### config.mk
export PLATFORM = sky130hd
export DESIGN_NAME = multicycle_controller_flat
export DESIGN_NICKNAME = d
export VERILOG_FILES = /design/src/rtl/mips_pkg.sv /design/src/rtl/multicycle_controller_if.sv /design/src/rtl/mc_decode.sv /design/src/rtl/multicycle_controller.sv /design/src/flat_wrapper.sv
export SDC_FILE = /design/constraint.sdc
export NUM_CORES = 1
export LEC_CHECK = 0
export ABC_AREA = 0
export BUFFER_PORTS_ARGS = -buffer_cell sky130_fd_sc_hd__buf_4
export CAP_MARGIN = 30
export CELL_PAD_IN_SITES_DETAIL_PLACEMENT = 0
export CELL_PAD_IN_SITES_GLOBAL_PLACEMENT = 1
export CORE_MARGIN = 4
export CORE_UTILIZATION = 42
export DETAILED_ROUTE_END_ITERATION = 8
export PLACE_DENSITY = 0.83
export SLEW_MARGIN = 20
export SYNTH_ARGS = -nofsm -noshare
export SYNTH_HDL_FRONTEND = slang
export SYNTH_SLANG_ARGS = --single-unit
### constraint.sdc
create_clock -name clk -period 3.45 [get_ports clk]
set_clock_uncertainty 0.2 [all_clocks]
set_input_delay 0.1725 -clock clk [delete_from_list [all_inputs] [get_ports clk]]
set_output_delay 0.1725 -clock clk [all_outputs]
set_load 0.05 [all_outputs]
### src/rtl/mips_pkg.sv
// Shared MIPS decode constants, control-field encodings and the multi-cycle state set.
package mips_pkg;

  // Primary opcodes (IR[31:26])
  localparam logic [5:0] OP_RTYPE = 6'b000000;
  localparam logic [5:0] OP_ORI   = 6'b001101;
  localparam logic [5:0] OP_LW    = 6'b100011;
  localparam logic [5:0] OP_LH    = 6'b100001;
  localparam logic [5:0] OP_SW    = 6'b101011;
  localparam logic [5:0] OP_BEQ   = 6'b000100;
  localparam logic [5:0] OP_BGEZ  = 6'b000001;
  localparam logic [5:0] OP_LUI   = 6'b001111;
  localparam logic [5:0] OP_JAL   = 6'b000011;

  // R-type function codes (IR[5:0])
  localparam logic [5:0] FN_ADDU = 6'b100001;
  localparam logic [5:0] FN_SUBU = 6'b100011;
  localparam logic [5:0] FN_SRAV = 6'b000111;
  localparam logic [5:0] FN_JR   = 6'b001000;

  typedef enum logic [2:0] {
    ALU_ADD  = 3'd0,
    ALU_SUB  = 3'd1,
    ALU_OR   = 3'd2,
    ALU_LUI  = 3'd3,
    ALU_SRAV = 3'd4
  } alu_op_e;

  typedef enum logic [1:0] {
    PC_PLUS4  = 2'b00,
    PC_BRANCH = 2'b01,
    PC_JUMP   = 2'b10,
    PC_RS     = 2'b11
  } pc_src_e;

  typedef enum logic [1:0] {
    SRCB_RT      = 2'b00,
    SRCB_FOUR    = 2'b01,
    SRCB_IMM     = 2'b10,
    SRCB_IMM_SH2 = 2'b11
  } srcb_e;

  typedef enum logic [1:0] {
    DST_RT = 2'b00,
    DST_RD = 2'b01,
    DST_RA = 2'b10
  } regdst_e;

  typedef enum logic [1:0] {
    WB_ALUOUT   = 2'b00,
    WB_MDR_WORD = 2'b01,
    WB_PC       = 2'b10,
    WB_MDR_HALF = 2'b11
  } memtoreg_e;

  typedef enum logic [1:0] {
    SIGN_ZERO   = 2'b00,
    SIGN_SIGNED = 2'b01
  } sign_e;

  typedef enum logic [3:0] {
    S_IDLE, S_FETCH, S_DECODE, S_EXEC_R, S_EXEC_I, S_ADDR, S_MEMRD,
    S_MEMWR, S_WB_ALU, S_WB_MEM, S_BRANCH, S_JAL, S_JR, S_ERR
  } state_e;

  typedef enum logic [3:0] {
    IC_ILLEGAL, IC_RTYPE, IC_ITYPE, IC_LW, IC_LH, IC_SW,
    IC_BEQ, IC_BGEZ, IC_JAL, IC_JR
  } iclass_e;

endpackage

### src/rtl/multicycle_controller_if.sv
// IR fields, datapath status, memory handshake and control/status outputs of the controller.
interface multicycle_controller_if #(
  parameter int ALUOP_W = 3,
  parameter int CNT_W   = 32
);
  logic [5:0]         Option;
  logic [5:0]         Function;
  logic               alu_zero;
  logic               rs_neg;
  logic               mem_ready;
  logic               MemRead;
  logic               MemWrite;
  logic               IorD;
  logic               IRWrite;
  logic               PCWrite;
  logic [1:0]         PCSource;
  logic               ALUSrcA;
  logic [1:0]         ALUSrcB;
  logic [ALUOP_W-1:0] ALUOp;
  logic [1:0]         Sign;
  logic [1:0]         RegDst;
  logic [1:0]         MemtoReg;
  logic               RegWrite;
  logic               instr_done;
  logic               illegal;
  logic               timeout_err;
  logic [CNT_W-1:0]   retired;

  modport master (
    input  Option, Function, alu_zero, rs_neg, mem_ready,
    output MemRead, MemWrite, IorD, IRWrite, PCWrite, PCSource, ALUSrcA, ALUSrcB,
           ALUOp, Sign, RegDst, MemtoReg, RegWrite, instr_done, illegal, timeout_err, retired
  );

  modport slave (
    output Option, Function, alu_zero, rs_neg, mem_ready,
    input  MemRead, MemWrite, IorD, IRWrite, PCWrite, PCSource, ALUSrcA, ALUSrcB,
           ALUOp, Sign, RegDst, MemtoReg, RegWrite, instr_done, illegal, timeout_err, retired
  );
endinterface

### src/rtl/mc_decode.sv
// Combinational IR decode: instruction class and ALU function for the execute states.
module mc_decode
  import mips_pkg::*;
(
  input  logic [5:0] option,
  input  logic [5:0] funct,
  output iclass_e    iclass,
  output alu_op_e    alu_op
);

  // Classify Option/Function; anything unlisted falls through as illegal.
  always_comb begin
    iclass = IC_ILLEGAL;
    alu_op = ALU_ADD;
    case (option)
      OP_RTYPE: begin
        case (funct)
          FN_ADDU: begin iclass = IC_RTYPE; alu_op = ALU_ADD;  end
          FN_SUBU: begin iclass = IC_RTYPE; alu_op = ALU_SUB;  end
          FN_SRAV: begin iclass = IC_RTYPE; alu_op = ALU_SRAV; end
          FN_JR:   iclass = IC_JR;
          default: iclass = IC_ILLEGAL;
        endcase
      end
      OP_ORI:  begin iclass = IC_ITYPE; alu_op = ALU_OR;  end
      OP_LUI:  begin iclass = IC_ITYPE; alu_op = ALU_LUI; end
      OP_LW:   iclass = IC_LW;
      OP_LH:   iclass = IC_LH;
      OP_SW:   iclass = IC_SW;
      OP_BEQ:  begin iclass = IC_BEQ;  alu_op = ALU_SUB; end
      OP_BGEZ: begin iclass = IC_BGEZ; alu_op = ALU_SUB; end
      OP_JAL:  iclass = IC_JAL;
      default: iclass = IC_ILLEGAL;
    endcase
  end

endmodule

### src/rtl/multicycle_controller.sv
// Multi-cycle MIPS controller: Moore FSM over fetch/decode/execute/memory/write-back
// with a variable-latency memory handshake, wait timeout and retire accounting.
module multicycle_controller
  import mips_pkg::*;
#(
  parameter int ALUOP_W = 3,
  parameter int TIMEOUT = 16,
  parameter int CNT_W   = 32
) (
  input logic                      clk,
  input logic                      reset_n,
  multicycle_controller_if.master  bus
);

  localparam int WAIT_W = (TIMEOUT > 0) ? $clog2(TIMEOUT + 1) : 1;

  state_e            state_reg, state_next;
  logic [WAIT_W-1:0] wait_cnt_reg;
  logic              illegal_reg, timeout_reg;
  logic [CNT_W-1:0]  retired_reg;

  iclass_e   iclass;
  alu_op_e   dec_alu_op;
  logic      req_state, waiting, timeout_hit;

  logic      mem_read, mem_write, iord, ir_write, pc_write, alu_src_a, reg_write, instr_done;
  pc_src_e   pc_source;
  srcb_e     alu_src_b;
  alu_op_e   alu_op;
  sign_e     sign;
  regdst_e   reg_dst;
  memtoreg_e mem_to_reg;

  mc_decode u_decode (
    .option (bus.Option),
    .funct  (bus.Function),
    .iclass (iclass),
    .alu_op (dec_alu_op)
  );

  // The IR is stable from DECODE on, so the decoded class is reused in every later state.
  assign req_state   = (state_reg == S_FETCH) || (state_reg == S_MEMRD) || (state_reg == S_MEMWR);
  assign waiting     = req_state && !bus.mem_ready;
  assign timeout_hit = (TIMEOUT > 0) && waiting && (wait_cnt_reg == WAIT_W'(TIMEOUT - 1));

  // State register.
  always_ff @(posedge clk or negedge reset_n) begin
    if (!reset_n) state_reg <= S_IDLE;
    else          state_reg <= state_next;
  end

  // Next-state selection; a memory timeout overrides every other transition.
  always_comb begin
    state_next = state_reg;
    case (state_reg)
      S_IDLE:   state_next = S_FETCH;
      S_FETCH:  if (bus.mem_ready) state_next = S_DECODE;
      S_DECODE: begin
        case (iclass)
          IC_RTYPE:             state_next = S_EXEC_R;
          IC_ITYPE:             state_next = S_EXEC_I;
          IC_LW, IC_LH, IC_SW:  state_next = S_ADDR;
          IC_BEQ, IC_BGEZ:      state_next = S_BRANCH;
          IC_JAL:               state_next = S_JAL;
          IC_JR:                state_next = S_JR;
          default:              state_next = S_FETCH;
        endcase
      end
      S_EXEC_R, S_EXEC_I: state_next = S_WB_ALU;
      S_ADDR:   state_next = (iclass == IC_SW) ? S_MEMWR : S_MEMRD;
      S_MEMRD:  if (bus.mem_ready) state_next = S_WB_MEM;
      S_MEMWR:  if (bus.mem_ready) state_next = S_FETCH;
      S_WB_ALU, S_WB_MEM, S_BRANCH, S_JAL, S_JR: state_next = S_FETCH;
      S_ERR:    state_next = S_ERR;
      default:  state_next = S_IDLE;
    endcase
    if (timeout_hit) state_next = S_ERR;
  end

  // Control outputs per state; only FETCH/MEMWR/BRANCH also look at live inputs.
  always_comb begin
    mem_read   = 1'b0;
    mem_write  = 1'b0;
    iord       = 1'b0;
    ir_write   = 1'b0;
    pc_write   = 1'b0;
    pc_source  = PC_PLUS4;
    alu_src_a  = 1'b0;
    alu_src_b  = SRCB_RT;
    alu_op     = ALU_ADD;
    sign       = SIGN_ZERO;
    reg_dst    = DST_RT;
    mem_to_reg = WB_ALUOUT;
    reg_write  = 1'b0;
    instr_done = 1'b0;
    case (state_reg)
      S_FETCH: begin
        mem_read = 1'b1;
        if (bus.mem_ready) begin
          ir_write = 1'b1;
          pc_write = 1'b1;
        end
      end
      S_DECODE: alu_src_b = SRCB_IMM_SH2;
      S_EXEC_R: begin
        alu_src_a = 1'b1;
        alu_op    = dec_alu_op;
      end
      S_EXEC_I: begin
        alu_src_a = 1'b1;
        alu_src_b = SRCB_IMM;
        alu_op    = dec_alu_op;
      end
      S_ADDR: begin
        alu_src_a = 1'b1;
        alu_src_b = SRCB_IMM;
        sign      = SIGN_SIGNED;
      end
      S_MEMRD: begin
        mem_read = 1'b1;
        iord     = 1'b1;
      end
      S_MEMWR: begin
        mem_write  = 1'b1;
        iord       = 1'b1;
        instr_done = bus.mem_ready;
      end
      S_WB_ALU: begin
        reg_write  = 1'b1;
        reg_dst    = (iclass == IC_RTYPE) ? DST_RD : DST_RT;
        instr_done = 1'b1;
      end
      S_WB_MEM: begin
        reg_write  = 1'b1;
        mem_to_reg = (iclass == IC_LH) ? WB_MDR_HALF : WB_MDR_WORD;
        instr_done = 1'b1;
      end
      S_BRANCH: begin
        alu_src_a  = 1'b1;
        alu_op     = ALU_SUB;
        pc_source  = PC_BRANCH;
        pc_write   = ((iclass == IC_BEQ) && bus.alu_zero) || ((iclass == IC_BGEZ) && !bus.rs_neg);
        instr_done = 1'b1;
      end
      S_JAL: begin
        reg_write  = 1'b1;
        reg_dst    = DST_RA;
        mem_to_reg = WB_PC;
        pc_write   = 1'b1;
        pc_source  = PC_JUMP;
        instr_done = 1'b1;
      end
      S_JR: begin
        pc_write   = 1'b1;
        pc_source  = PC_RS;
        instr_done = 1'b1;
      end
      default: ;
    endcase
  end

  // Wait counter, sticky error flags and the retired-instruction count.
  always_ff @(posedge clk or negedge reset_n) begin
    if (!reset_n) begin
      wait_cnt_reg <= '0;
      illegal_reg  <= 1'b0;
      timeout_reg  <= 1'b0;
      retired_reg  <= '0;
    end else begin
      if (waiting && (state_next == state_reg)) wait_cnt_reg <= wait_cnt_reg + WAIT_W'(1);
      else                                      wait_cnt_reg <= '0;
      if ((state_reg == S_DECODE) && (iclass == IC_ILLEGAL)) illegal_reg <= 1'b1;
      if (timeout_hit) timeout_reg <= 1'b1;
      if (instr_done)  retired_reg <= retired_reg + CNT_W'(1);
    end
  end

  assign bus.MemRead     = mem_read;
  assign bus.MemWrite    = mem_write;
  assign bus.IorD        = iord;
  assign bus.IRWrite     = ir_write;
  assign bus.PCWrite     = pc_write;
  assign bus.PCSource    = pc_source;
  assign bus.ALUSrcA     = alu_src_a;
  assign bus.ALUSrcB     = alu_src_b;
  assign bus.ALUOp       = ALUOP_W'(alu_op);
  assign bus.Sign        = sign;
  assign bus.RegDst      = reg_dst;
  assign bus.MemtoReg    = mem_to_reg;
  assign bus.RegWrite    = reg_write;
  assign bus.instr_done  = instr_done;
  assign bus.illegal     = illegal_reg;
  assign bus.timeout_err = timeout_reg;
  assign bus.retired     = retired_reg;

endmodule

### src/flat_wrapper.sv
// flat-port wrapper written by rule: the top's interface ports become plain ports
module multicycle_controller_flat import mips_pkg::*;
#(
  parameter int ALUOP_W = 3,
  parameter int TIMEOUT = 16,
  parameter int CNT_W   = 32
)
  (clk, reset_n, bus_Option, bus_Function, bus_alu_zero, bus_rs_neg, bus_mem_ready, bus_MemRead, bus_MemWrite, bus_IorD, bus_IRWrite, bus_PCWrite, bus_PCSource, bus_ALUSrcA, bus_ALUSrcB, bus_ALUOp, bus_Sign, bus_RegDst, bus_MemtoReg, bus_RegWrite, bus_instr_done, bus_illegal, bus_timeout_err, bus_retired);
  multicycle_controller_if #(.ALUOP_W(ALUOP_W), .CNT_W(CNT_W)) bus_i ();
  input logic clk;
  input logic reset_n;
  input wire logic [$bits(bus_i.Option)-1:0] bus_Option;
  input wire logic [$bits(bus_i.Function)-1:0] bus_Function;
  input wire logic [$bits(bus_i.alu_zero)-1:0] bus_alu_zero;
  input wire logic [$bits(bus_i.rs_neg)-1:0] bus_rs_neg;
  input wire logic [$bits(bus_i.mem_ready)-1:0] bus_mem_ready;
  output wire logic [$bits(bus_i.MemRead)-1:0] bus_MemRead;
  output wire logic [$bits(bus_i.MemWrite)-1:0] bus_MemWrite;
  output wire logic [$bits(bus_i.IorD)-1:0] bus_IorD;
  output wire logic [$bits(bus_i.IRWrite)-1:0] bus_IRWrite;
  output wire logic [$bits(bus_i.PCWrite)-1:0] bus_PCWrite;
  output wire logic [$bits(bus_i.PCSource)-1:0] bus_PCSource;
  output wire logic [$bits(bus_i.ALUSrcA)-1:0] bus_ALUSrcA;
  output wire logic [$bits(bus_i.ALUSrcB)-1:0] bus_ALUSrcB;
  output wire logic [$bits(bus_i.ALUOp)-1:0] bus_ALUOp;
  output wire logic [$bits(bus_i.Sign)-1:0] bus_Sign;
  output wire logic [$bits(bus_i.RegDst)-1:0] bus_RegDst;
  output wire logic [$bits(bus_i.MemtoReg)-1:0] bus_MemtoReg;
  output wire logic [$bits(bus_i.RegWrite)-1:0] bus_RegWrite;
  output wire logic [$bits(bus_i.instr_done)-1:0] bus_instr_done;
  output wire logic [$bits(bus_i.illegal)-1:0] bus_illegal;
  output wire logic [$bits(bus_i.timeout_err)-1:0] bus_timeout_err;
  output wire logic [$bits(bus_i.retired)-1:0] bus_retired;
  assign bus_i.Option = bus_Option;
  assign bus_i.Function = bus_Function;
  assign bus_i.alu_zero = bus_alu_zero;
  assign bus_i.rs_neg = bus_rs_neg;
  assign bus_i.mem_ready = bus_mem_ready;
  assign bus_MemRead = bus_i.MemRead;
  assign bus_MemWrite = bus_i.MemWrite;
  assign bus_IorD = bus_i.IorD;
  assign bus_IRWrite = bus_i.IRWrite;
  assign bus_PCWrite = bus_i.PCWrite;
  assign bus_PCSource = bus_i.PCSource;
  assign bus_ALUSrcA = bus_i.ALUSrcA;
  assign bus_ALUSrcB = bus_i.ALUSrcB;
  assign bus_ALUOp = bus_i.ALUOp;
  assign bus_Sign = bus_i.Sign;
  assign bus_RegDst = bus_i.RegDst;
  assign bus_MemtoReg = bus_i.MemtoReg;
  assign bus_RegWrite = bus_i.RegWrite;
  assign bus_instr_done = bus_i.instr_done;
  assign bus_illegal = bus_i.illegal;
  assign bus_timeout_err = bus_i.timeout_err;
  assign bus_retired = bus_i.retired;
  multicycle_controller #(.ALUOP_W(ALUOP_W), .TIMEOUT(TIMEOUT), .CNT_W(CNT_W)) u_core (.clk(clk), .reset_n(reset_n), .bus(bus_i));
endmodule
# Word-level counts from Yosys, hierarchy flattened
# Memory sizes are Yosys's and may differ from the RTL's.
# Index checks and enable logic that the tools add are counted.
[word_totals]
ff_bits = 43
romBits = 64
inputBits = 17
out_inout_bits = 55
elab_cells = 94
n_memories = 1
[classes]
n_addsub = 2
eq_ne = 32
n_mux = 28
reduce_logical = 26
[memory_table]
columns = ["name", "depth", "width", "rd", "rd_clocked_by_memory_dff", "wr", "line_no", "rtl"]
rows = [
  ["(no name shown)", 16, 4, 1, 0, 0, "multicycle_controller.sv:59", "case (iclass)"],
]
[ops]
columns = ["op", "count"]
rows = [
  ["one-hot mux 4 bit (8 select lines)", 2],
  ["adder 32 x 1 -> 32 bit (second input constant)", 1],
  ["equality test 4 x 3 -> 1 bit (second input constant)", 8],
  ["equality test 6 bit (second input constant)", 5],
  ["equality test 4 bit (second input constant)", 6],
  ["equality test 6 x 4 -> 1 bit (second input constant)", 3],
  ["two-way mux 4 bit", 4],
  ["OR reduction 2 bit", 7],
  ["equality test 6 x 3 -> 1 bit (second input constant)", 2],
  ["one-hot mux 2 bit (2 select lines)", 3],
  ["one-hot mux 3 bit (2 select lines)", 2],
  ["one-hot mux 3 bit (4 select lines)", 1],
  ["two-way mux 1 bit", 10],
  ["equality test 4 x 1 -> 1 bit (second input constant)", 2],
  ["equality test 4 x 2 -> 1 bit (second input constant)", 2],
  ["zero test 4 bit", 2],
  ["one-hot mux 4 bit (2 select lines)", 1],
  ["equality test 6 x 1 -> 1 bit (second input constant)", 1],
  ["equality test 6 x 2 -> 1 bit (second input constant)", 1],
  ["logical AND 1 bit", 6],
  ["zero test 6 bit", 1],
  ["one-hot mux 2 bit (3 select lines)", 1],
  ["OR reduction 3 bit", 2],
  ["OR reduction 6 bit", 1],
  ["11 further kinds", 14],
]

# Longest topological paths before layout
# Gate-level depths: netlist (run 1).
[logic_depth]
ltp_word = 11
ltp_mapped = 8
mapped_depth_nobuf = 8

# Cells and area by module
# A second synthesis (run 1) with hierarchy kept.
[unflattened]
hier_cells = 305
hier_area_um2 = 2874.0
[modules_own_cells]
columns = ["mod", "instances", "cells_each", "area_each_um2", "seq_area_each_um2"]
rows = [
  ["multicycle_controller", 1, 262, 2542.4, 1076.0],
  ["mc_decode", 1, 43, 331.6, 0.0],
]

# Worst setup path after synthesis (run 1)
# No wires, ideal clock.
[synth_path]
kind = "in2out"
startpoint = "in bus_Option[1]"
endpoint = "out bus_PCWrite"
t_arrival_ns = 2.883
required_time_ns = 3.077
setup_slack_ns = 0.195
stages = 5
path_buffers = 1
path_cell_list = "buf_2 > or2_2 > or2_2 > or3_1 > o41ai_1"
[synth_between]
elab_chain_cells = 7
elab_cells_between_ends = 17
cone_classes = "10 x eq/ne; 2 x mux; 5 x reduce/logical"
[synth_lines]
columns = ["element", "line_no", "rtl"]
rows = [
  ["start: declaration", "flat_wrapper.sv:12", "input wire logic [$bits(bus_i.Option)-1:0] bus_Option;"],
  ["equality test 6 x 4 -> 1 bit", "mc_decode.sv:15", "case (option)"],
  ["OR reduction 2 bit (no line)", "n/a", ""],
  ["one-hot mux 4 bit (8 select lines) (*)", "mc_decode.sv:15", ""],
  ["equality test 4 x 3 -> 1 bit", "multicycle_controller.sv:142", "pc_write = ((iclass == IC_BEQ) && bus.alu_zero) || ((iclass == IC_BGEZ) && !bus.rs_neg);"],
  ["logical AND 1 bit", "multicycle_controller.sv:142", ""],
  ["logical OR 1 bit (*)", "multicycle_controller.sv:142", ""],
  ["one-hot mux 1 bit (3 select lines) (*)", "multicycle_controller.sv:96", "case (state_reg)"],
  ["end: declaration", "flat_wrapper.sv:21", "output wire logic [$bits(bus_i.PCWrite)-1:0] bus_PCWrite;"],
]
# Mark *: on every way between the ends. The rest lies on a longest branch, timed or not.

# Worst setup path after layout (run 1)
[layout_path]
startpoint = "reg u_core.state_reg[3]"
endpoint = "reg u_core.retired_reg[31], in the netlist u_core.bus.retired[31]"
[layout_between]
elab_chain_cells = 3
elab_cells_between_ends = 8
cone_classes = "6 x eq/ne; 1 x mux; 1 x reduce/logical"
[layout_lines]
columns = ["element", "line_no", "rtl"]
rows = [
  ["start: declaration", "multicycle_controller.sv:17", "state_e state_reg, state_next;"],
  ["start signal: assignment", "multicycle_controller.sv:49", "else state_reg <= state_next;"],
  ["equality test 4 bit", "multicycle_controller.sv:96", ""],
  ["OR reduction 5 bit (no line)", "n/a", ""],
  ["one-hot mux 1 bit (2 select lines) (*)", "multicycle_controller.sv:96", ""],
  ["end signal: assignment", "multicycle_controller.sv:174", "if (instr_done) retired_reg <= retired_reg + CNT_W'(1);"],
  ["end: declaration", "multicycle_controller.sv:20", "logic [CNT_W-1:0] retired_reg;"],
]
# Marked as above.
# A chain may end at the register's enable or synchronous reset.

==> metrics, run 1 <==
status=finished clean; fin. max-slew vios=0; worst hold margin=0.0442 ns; Final nets=381; worst hold path endpoint=u_core.state_reg[0]; vias per cell=5.32; clock sink total=43; clk buf depth=2; class of the worst hold path=in -> reg; Critical Path Sink Type=flip-flop; post_cts resized=0; Worst Path Required=3.44 ns; setup violators final=0; reg-to-reg slack, setup=0.87 ns; Post-synth EDFFs=0; FF-to-FF Start=u_core.state_reg[3]; min-delay src=bus_Option[5]; largest net degree at the start of global routing=44; Syn Inst Count=296; unrepaired setup endpoints after global routing=no; max reg flops=32; Setup CP Type=reg -> reg; clock-pin slew on the worst setup and hold paths=0.09 ns; total CTS buffers=5; Die Wd=88.0 um; maximum VDD drop=0.484 mV; worst-margin pin slew=0.764 ns; Mapped Area=2690 um2; Final Hold Viols=0; Synthesized Nets=318; max-cap check violation count=0; # rows=28; register area share after synthesis=40.0%; slowest cell on the critical path=nor4_4; worst-case reg-to-reg path depth=5; post-synth cell types=55; Worst slew margin=49.1%; initial antenna violation count=0; PD cells=601 nW/um2; vias in the first global route=2243; GRT overflow=0; I/O pins=72; TritonCTS clock tree=built; share of layout cells above drive strength 1=25.0%; CP peak stage delay=0.67 ns; Fmax=388 MHz; Final Critical Period=2.58 ns; antenna viol nets, final=0; Core ar.=6060 um2; Vias=2314; Die Y=88.0 um; largest family of logic cells by synthesized area=simple AND/OR/NAND/NOR gates; Tcrit/Tclk final=74.7%; mean area per synthesized cell=9.09 um2; Reg2Reg Capture Point=u_core.bus.retired[31]; Routability Congestion=0.768; area added between synthesis and finish=25.2%; final WL=6390 um; Synth Area in Simple Gates=30.0%; die area=7750 um2; Placed Cells=426; worst skew pair latency=0.30 ns; complex-gate fraction of the synthesized area=11.4%; routed len/inst=14.7 um; crit path cell chain=and4b_2, a22oi_4, nor4_4, nand4_1, xnor2_1; Startpoint Class=flip-flop; Critical Path AT=2.57 ns; Non-Filler Instances=435; Post-Synth Adder-Cell Area=2.33%; antenna cells=0; Overall Global Routing Usage=17.0%; Post-synth ARST share=100%; Synth Area in XOR/XNOR=11.1%; CP delay by family, top=simple AND/OR/NAND/NOR gates; DRC Markers=0; post-route setup TNS=0 ns; proportion of synthesized area in mux cells=1.21%; worst path bufs/invs=0; buffers added on ports=70; DRT iter0 DRCs=107; Seq cells post-synth=43; Syn. warnings=0; htree depth=2; CTS Root Cell=clkbuf_8; ys flop type=dfrtp_1; TritonRoute pass-1 iters=4; LEAKAGE=1.62 nW; first-pass GRT wire length=10700 um; crit-path max FO=25; Initial Util=44.4%; Util after Layout=55.6%; placed wire-length estimate=4740 um; hold depth=3
==> worst min-delay path: cells and delay by family <==
family | cells | cell delay [ns]
buf+inv | 1 | 0.14
compound gates | 1 | 0.09
simple gates | 1 | 0.08
==> worst max-delay path by stage <==
stage | cells past startpoint | endpoint | slack [ns] | startpoint
floorplan | 5 | bus_PCWrite | 0.19 | bus_Option[1]
global placement | 5 | u_core.bus.retired[29] | 0.94 | u_core.state_reg[3]
detailed placement | 5 | u_core.bus.retired[31] | 0.88 | u_core.state_reg[3]
CTS | 4 | bus_instr_done | 0.88 | u_core.state_reg[3]
global route | 5 | u_core.bus.retired[31] | 0.59 | u_core.state_reg[3]
finish | 5 | u_core.bus.retired[31] | 0.87 | u_core.state_reg[3]
==> where the power goes <==
| part | leakage (nW) | internal, W | total (W) | switching, W |
|---|---|---|---|---|
| clock | 0.0581 | 0.000216 | 0.000394 | 0.000178 |
| sequential | 0.572 | 0.000558 | 0.000699 | 0.000141 |
| combinational | 0.991 | 0.000310 | 0.000930 | 0.000620 |
==> per-layer routing <==
metal	part of all wire (%)	global-route usage (%)	up-vias
met3	3.6	2.73	8
met5	0	0	-
li1	-	-	1193
met2	45	25.8	40
met1	50	25.4	1073
met4	0.97	4.12	0
==> cells by family after synthesis <==
kind of cell,count (synthesis)
simple gates,142
compound gates,43
flops,43
xor+xnor,34
buf+inv,25
fa+ha+maj,5
mux,3
other cells,1
==> cell usage in the layout, fill, tap and decap left out, types with 3 or more instances in the layout <==
master | Yosys | final
nand2b_1 | 9 | 9
clkbuf_8 | 0 | 5
nor3_1 | 11 | 11
a21oi_1 | 10 | 10
nand4_1 | 11 | 11
nand2_1 | 19 | 19
o21ai_0 | 5 | 5
buf_4 | 1 | 70
or2_2 | 4 | 4
and4_1 | 3 | 3
and3_1 | 10 | 10
and2_1 | 3 | 3
nor4_1 | 3 | 3
a31oi_1 | 3 | 3
dfrtp_1 | 43 | 43
ha_1 | 5 | 5
nor2_1 | 24 | 24
nand3_1 | 21 | 21
a21o_1 | 3 | 3
xnor2_1 | 23 | 23
nor3b_1 | 5 | 5
inv_1 | 10 | 10
xor2_1 | 11 | 11
nor2b_1 | 4 | 4
nor4b_1 | 3 | 3
==> layout make-up <==
cell class,instances,area (um2)
well taps,75,93.8
fillers,580,2690
multi-input cells,228,1510
clock inverters,3,43.8
flip-flops and latches,43,1080
inverters,10,37.5
repair buffers,71,536
clock buffers,5,68.8
==> timing repair <==
action,CTS,global route
hold endpoints to repair,43,0
hold buffers,1,0
setup buffers,0,0
==> Yosys cell counts, types with 5 or more instances <==
cell type	instances	area, um2
inv_1	10	37.5
xor2_1	11	96.3
clkbuf_1	10	37.5
and3_1	10	62.6
nand3_1	21	105
nand2b_1	9	56.3
xnor2_1	23	201
ha_1	5	62.6
nor3b_1	5	37.5
dfrtp_1	43	1080
nand2_1	19	71.3
a21oi_1	10	50.1
nor2_1	24	90.1
nand4_1	11	68.8
nor3_1	11	55.1
o21ai_0	5	25.0
==> per-stage QoR <==
| stage | power, W | setup slack [ns] | instance area, um2 |
|---|---|---|---|
| 2_1_floorplan | 0.00137 | 0.195 | 2690 |
| 3_3_place_gp | 0.00163 | 0.942 | 3240 |
| 3_5_place_dp | 0.00164 | 0.882 | 3240 |
| 4_1_cts | 0.00204 | 0.884 | 3370 |
| 5_1_grt | 0.00216 | 0.590 | 3370 |
| 6_report | 0.00202 | 0.873 | 3370 |
Power figures use the tool's default switching activity.
==> inputs of run 2 (changes only) <==
--- a/config.mk
+++ b/config.mk
@@ -11,9 +11,9 @@
 export CELL_PAD_IN_SITES_DETAIL_PLACEMENT = 0
 export CELL_PAD_IN_SITES_GLOBAL_PLACEMENT = 1
 export CORE_MARGIN = 4
-export CORE_UTILIZATION = 42
+export CORE_UTILIZATION = 39
 export DETAILED_ROUTE_END_ITERATION = 8
-export PLACE_DENSITY = 0.83
+export PLACE_DENSITY = 0.77
 export SLEW_MARGIN = 20
 export SYNTH_ARGS = -nofsm -noshare
 export SYNTH_HDL_FRONTEND = slang
==> constraint.sdc (replaced) <==
create_clock -name clk -period 2.7 [get_ports clk]
set_clock_uncertainty 0.2 [all_clocks]
set_input_delay 0.135 -clock clk [delete_from_list [all_inputs] [get_ports clk]]
set_output_delay 0.135 -clock clk [all_outputs]
set_load 0.05 [all_outputs]
==> run 2 against run 1 <==
Count of clock-buffer cells in the layout up 1. Via count increased by 0.95%. Hold slack better by 0.018 ns. Power up 24%. Largest cell class unchanged. Critical path depth grew 4. Routed wire length grew 1.2%. Global-route usage is 1.4 points lower. Register-to-register slack worse by 0.56 ns. Sequential cell count did not move. Sequential share of layout area decreased by 0.36 points. Combinational power increased by 41%. Clock power about the same.
==> metrics, run 2 (synthesis gave the netlist of run 1 again) <==
max-cap check violation count=0; Vias=2336; TritonRoute pass-1 iters=4; Placed Cells=435; vias per cell=5.24; NetSw=0.00120 W; DRC Markers=0; vias in the first global route=2195; share of layout cells above drive strength 1=26.2%; routed len/inst=14.5 um; die area=8290 um2; total CTS buffers=5; worst skew pair latency=0.29 ns; LEAKAGE=1.64 nW; Worst Path Required=2.37 ns; Clock power frac=15.7%; fraction of power spent switching nets=47.6%; max reg flops=32; Core ar.=6760 um2; Fmax=384 MHz; Initial Util=39.8%; htree depth=2; first-pass GRT wire length=10800 um; most frequent cells in the layout=buf_4, dfrtp_1, nor2_1; crit-path max FO=10; Final Critical Period=2.60 ns; Fill cells=657; Tcrit/Tclk final=96.4%; buffers added on ports=70; initial antenna violation count=0; CTS Root Cell=clkbuf_8; fin. max-slew vios=0; Overall Global Routing Usage=15.6%; status=finished clean; clock sink total=43; final WL=6460 um; antenna viol nets, final=0; Critical Path Sink Type=primary output; clock-pin slew on the worst setup and hold paths=0.08 ns; # rows=30; Worst slew margin=55.4%; DRT iter0 DRCs=133; TritonCTS clock tree=built; total power=0.00251 W; Die Wd=91.1 um; I/O pins=72; largest net degree at the start of global routing=44; Routability Congestion=0.796; maximum VDD drop=0.917 mV; Final nets=387; Die Y=91.1 um; Pint=0.00132 W; leading cell type in the layout, fill and taps excluded=buf_4; Startpoint Class=input port; worst-margin pin slew=0.664 ns; placed wire-length estimate=4880 um; Non-Filler Instances=446; class of the worst hold path=in -> reg; unrepaired setup endpoints after global routing=no; Final Hold Viols=0; Setup CP Type=in -> out; clk buf depth=2; area added between synthesis and finish=26.6%; setup violators final=0; reg-to-reg slack, setup=0.31 ns; post-route setup TNS=0 ns; antenna cells=0; Critical Path AT=2.27 ns; PD cells=738 nW/um2; logic gate share of total power=52.1%; GRT overflow=0; register share of total power=32.1%
-- run 2: through the flow --
step                      hold WS (ns)  util, %  area, um2  setup slack, ns
after floorplan                 -0.361        -       2700          0.00715
after global placement         -0.0399     48.7       3290            0.339
after detailed placement       -0.0306     48.7       3290            0.262
after CTS                       0.0465     50.2       3390           0.0742
after global routing            0.0611     50.4       3410           0.0325
final                           0.0622     50.4       3410           0.0974
-- run 2: power by group through the flow --
| stage | sequential, W | clock, W | combinational (W) |
|---|---|---|---|
| after floorplan | 0.000917 | 0 | 0.000844 |
| after global placement | 0.000817 | 0 | 0.00131 |
| after detailed placement | 0.000820 | 0 | 0.00132 |
| after CTS | 0.000808 | 0.000416 | 0.00132 |
| after global routing | 0.000823 | 0.000448 | 0.00141 |
| final | 0.000808 | 0.000396 | 0.00131 |
-- run 2: worst paths after layout --
kind,from,to,cells past startpoint
min in group asynchronous,reset_n,u_core.wait_cnt_reg[3],2
worst min register to register,u_core.bus.illegal,u_core.bus.illegal,1
max in group asynchronous,reset_n,u_core.bus.retired[4],2
worst min-delay path,bus_mem_ready,u_core.wait_cnt_reg[4],3
worst max-delay path,bus_Option[5],bus_RegDst[0],9
worst max register to register,u_core.state_reg[0],u_core.bus.retired[29],5
-- run 2: what timing repair did --
item | CTS | global route
resized for setup | 0 | 1
hold buffers | 2 | 0
endpoints found under the setup margin | 0 | 1
hold endpoints to repair | 44 | 0
buffers inserted | 0 | 1
-- run 2: routing by layer --
metal  share of wire [%]  vias to the layer above  track usage [%]  routed length (um)
met5                   0                        -                0                   0
li1                    -                     1193                -                   -
met4                0.25                        0             3.39                  16
met1                  50                     1098             22.5                3220
met3                 3.1                        3             3.07                 199
met2                  47                       42             24.3                3030
-- run 2: cell type report --
type                       count  area [um2]  share of cell area (%)
timing repair buffer          77         583                    17.1
inverter                      10        37.5                    1.10
clock inverter                 2        12.5                   0.367
clock buffer                   6        72.6                    2.13
multi-input combinational    228        1520                    44.7
tap                           80         100                    2.94
sequential                    43        1080                    31.6
-- run 2: critical path, stage by stage --
cell,delay [ns]
dlygate4sd3_1,0.53
buf_4,0.17
nor4_1,0.23
buf_4,0.17
o2111ai_1,0.18
and3_4,0.26
nor3_1,0.15
and4b_1,0.23
buf_4,0.20
==> inputs of run 3 (changes only) <==
--- a/config.mk
+++ b/config.mk
@@ -10,6 +10,7 @@
 export CAP_MARGIN = 30
 export CELL_PAD_IN_SITES_DETAIL_PLACEMENT = 0
 export CELL_PAD_IN_SITES_GLOBAL_PLACEMENT = 1
+export CORE_ASPECT_RATIO = 1.4
 export CORE_MARGIN = 4
 export CORE_UTILIZATION = 39
 export DETAILED_ROUTE_END_ITERATION = 8
==> run 3 against run 2 <==
Power grew 1.2%. Largest cell class unchanged. Largest power group unchanged. Highest routed layer unchanged. Sequential cell count is the same. Clock power grew 4%. Final cell count grew 2.0%. Non-clock buffer count shrank 2. Sequential power shrank 2.7%. First-iteration DRC count shrank 20%.
==> metrics, run 3 (synthesis gave the netlist of run 1 again) <==
flip-flop and latch area=1080 um2; Routability Congestion=0.847; setup violators final=0; vias in the first global route=2278; Final Critical Period=2.29 ns; I/O pins=72; Critical Path Sink Type=primary output; htree depth=2; Overall Global Routing Usage=16.2%; fin. max-slew vios=0; post-route setup TNS=0 ns; CTS Root Cell=clkbuf_8; unrepaired setup endpoints after global routing=no; slowest cell on the critical path=dfrtp_1; TritonCTS clock tree=built; Die Wd=78.2 um; Startpoint Class=flip-flop; CP peak stage delay=0.40 ns; Fill cells=667; antenna viol nets, final=0; Post-CTS Setup Bufs=0; Die Y=106 um; Vias=2393; first-pass GRT wire length=11100 um; Core ar.=6660 um2; crit path cell chain=buf_4, nand2b_1, or2_2, nor3b_1, buf_4; PD cells=748 nW/um2; crit-path max FO=16; leading cell type in the layout, fill and taps excluded=buf_4; GRT overflow=0; clock sink total=43; max reg flops=32; Worst Path Required=2.37 ns; worst hold margin=0.0504 ns; class of the worst hold path=in -> reg; Initial Util=40.4%; placed wire-length estimate=5040 um; die area=8310 um2; Setup CP Type=reg -> out; worst skew pair latency=0.29 ns; # rows=35; max-cap check violation count=0; DRT iter0 DRCs=106; antenna cells=0; share of layout cells above drive strength 1=25.9%; status=finished clean; TritonRoute pass-1 iters=5; Placed Cells=447; routed len/inst=14.5 um; most frequent cells in the layout=buf_4, dfrtp_1, nor2_1; cell mode on critical path=buf_4; Final Hold Viols=0; Fmax=436 MHz; Final nets=385; Worst slew margin=54.4%; Util after Layout=51.1%; Tcrit/Tclk final=85.0%; total CTS buffers=5; clk buf depth=2; Critical Path AT=1.96 ns; final WL=6600 um; footprint of the multi-input gates=1520 um2; Non-Filler Instances=455; clock-pin slew on the worst setup and hold paths=0.08 ns; LEAKAGE=1.64 nW; buffers added on ports=70; DRC Markers=0; initial antenna violation count=0; vias per cell=5.26; maximum VDD drop=0.784 mV; area added between synthesis and finish=26.4%; worst-margin pin slew=0.679 ns; post_cts resized=0; largest net degree at the start of global routing=44
[run 3: cell types whose count changed in the layout (fill, tap and decap cells not counted), sizes merged]
cell,before,now
dlygate4sd3,2,1
buf,75,74
clkinvlp,1,0
[run 3: metrics by stage]
stage          worst slack [ns]  total power, W  cell area, um2
5_1_grt                   0.214         0.00270            3400
3_5_place_dp              0.469         0.00215            3300
6_report                  0.405         0.00254            3400
4_1_cts                   0.393         0.00256            3400
3_3_place_gp              0.487         0.00214            3300
2_1_floorplan           0.00715         0.00176            2700
[run 3: layout make-up]
class                      instances  area share (%)
multi-input combinational        228            44.7
clock inverter                     1           0.147
sequential                        43            31.6
clock buffer                       6            2.43
timing repair buffer              75            16.6
tap                               92            3.38
inverter                          10            1.10
[run 3: worst paths after layout]
check	startpoint	slack [ns]	cells after the start	to
max in group asynchronous	reset_n	1.77	2	u_core.bus.retired[28]
worst max register to register	u_core.wait_cnt_reg[0]	0.47	8	u_core.wait_cnt_reg[0]
worst max-delay path	u_core.state_reg[1]	0.41	5	bus_IRWrite
worst min-delay path	bus_Option[5]	0.05	3	u_core.state_reg[0]
min in group asynchronous	reset_n	0.16	2	u_core.bus.retired[7]
worst min register to register	u_core.bus.timeout_err	0.28	1	u_core.bus.timeout_err
[run 3: report_power, final]
part	switching [W]	leakage [nW]	internal, W	total, W
Clock	0.000210	0.0470	0.000201	0.000411
Combinational	0.000918	1.02	0.000429	0.00135
Sequential	0.0000702	0.572	0.000716	0.000786
Total	0.00120	1.64	0.00135	0.00254
[run 3: worst max-delay path: cells and delay by family (launching register included)]
family / cells / cell delay [ns]
flops: 1 / 0.40
buf+inv: 2 / 0.42
simple gates: 3 / 0.84
[run 3: per-layer routing]
layer,vias to the layer above,part of all wire [%],GRT usage (%)
met5,-,0,0
met4,0,1.4,4.88
met3,10,6.2,3.22
met2,69,50,28.5
met1,1131,43,19.8
li1,1183,-,-
[run 3: what timing repair did]
item / CTS / global route
hold buffers: 1 / 0
hold endpoints to repair: 43 / 0
endpoints found under the setup margin: 0 / 0
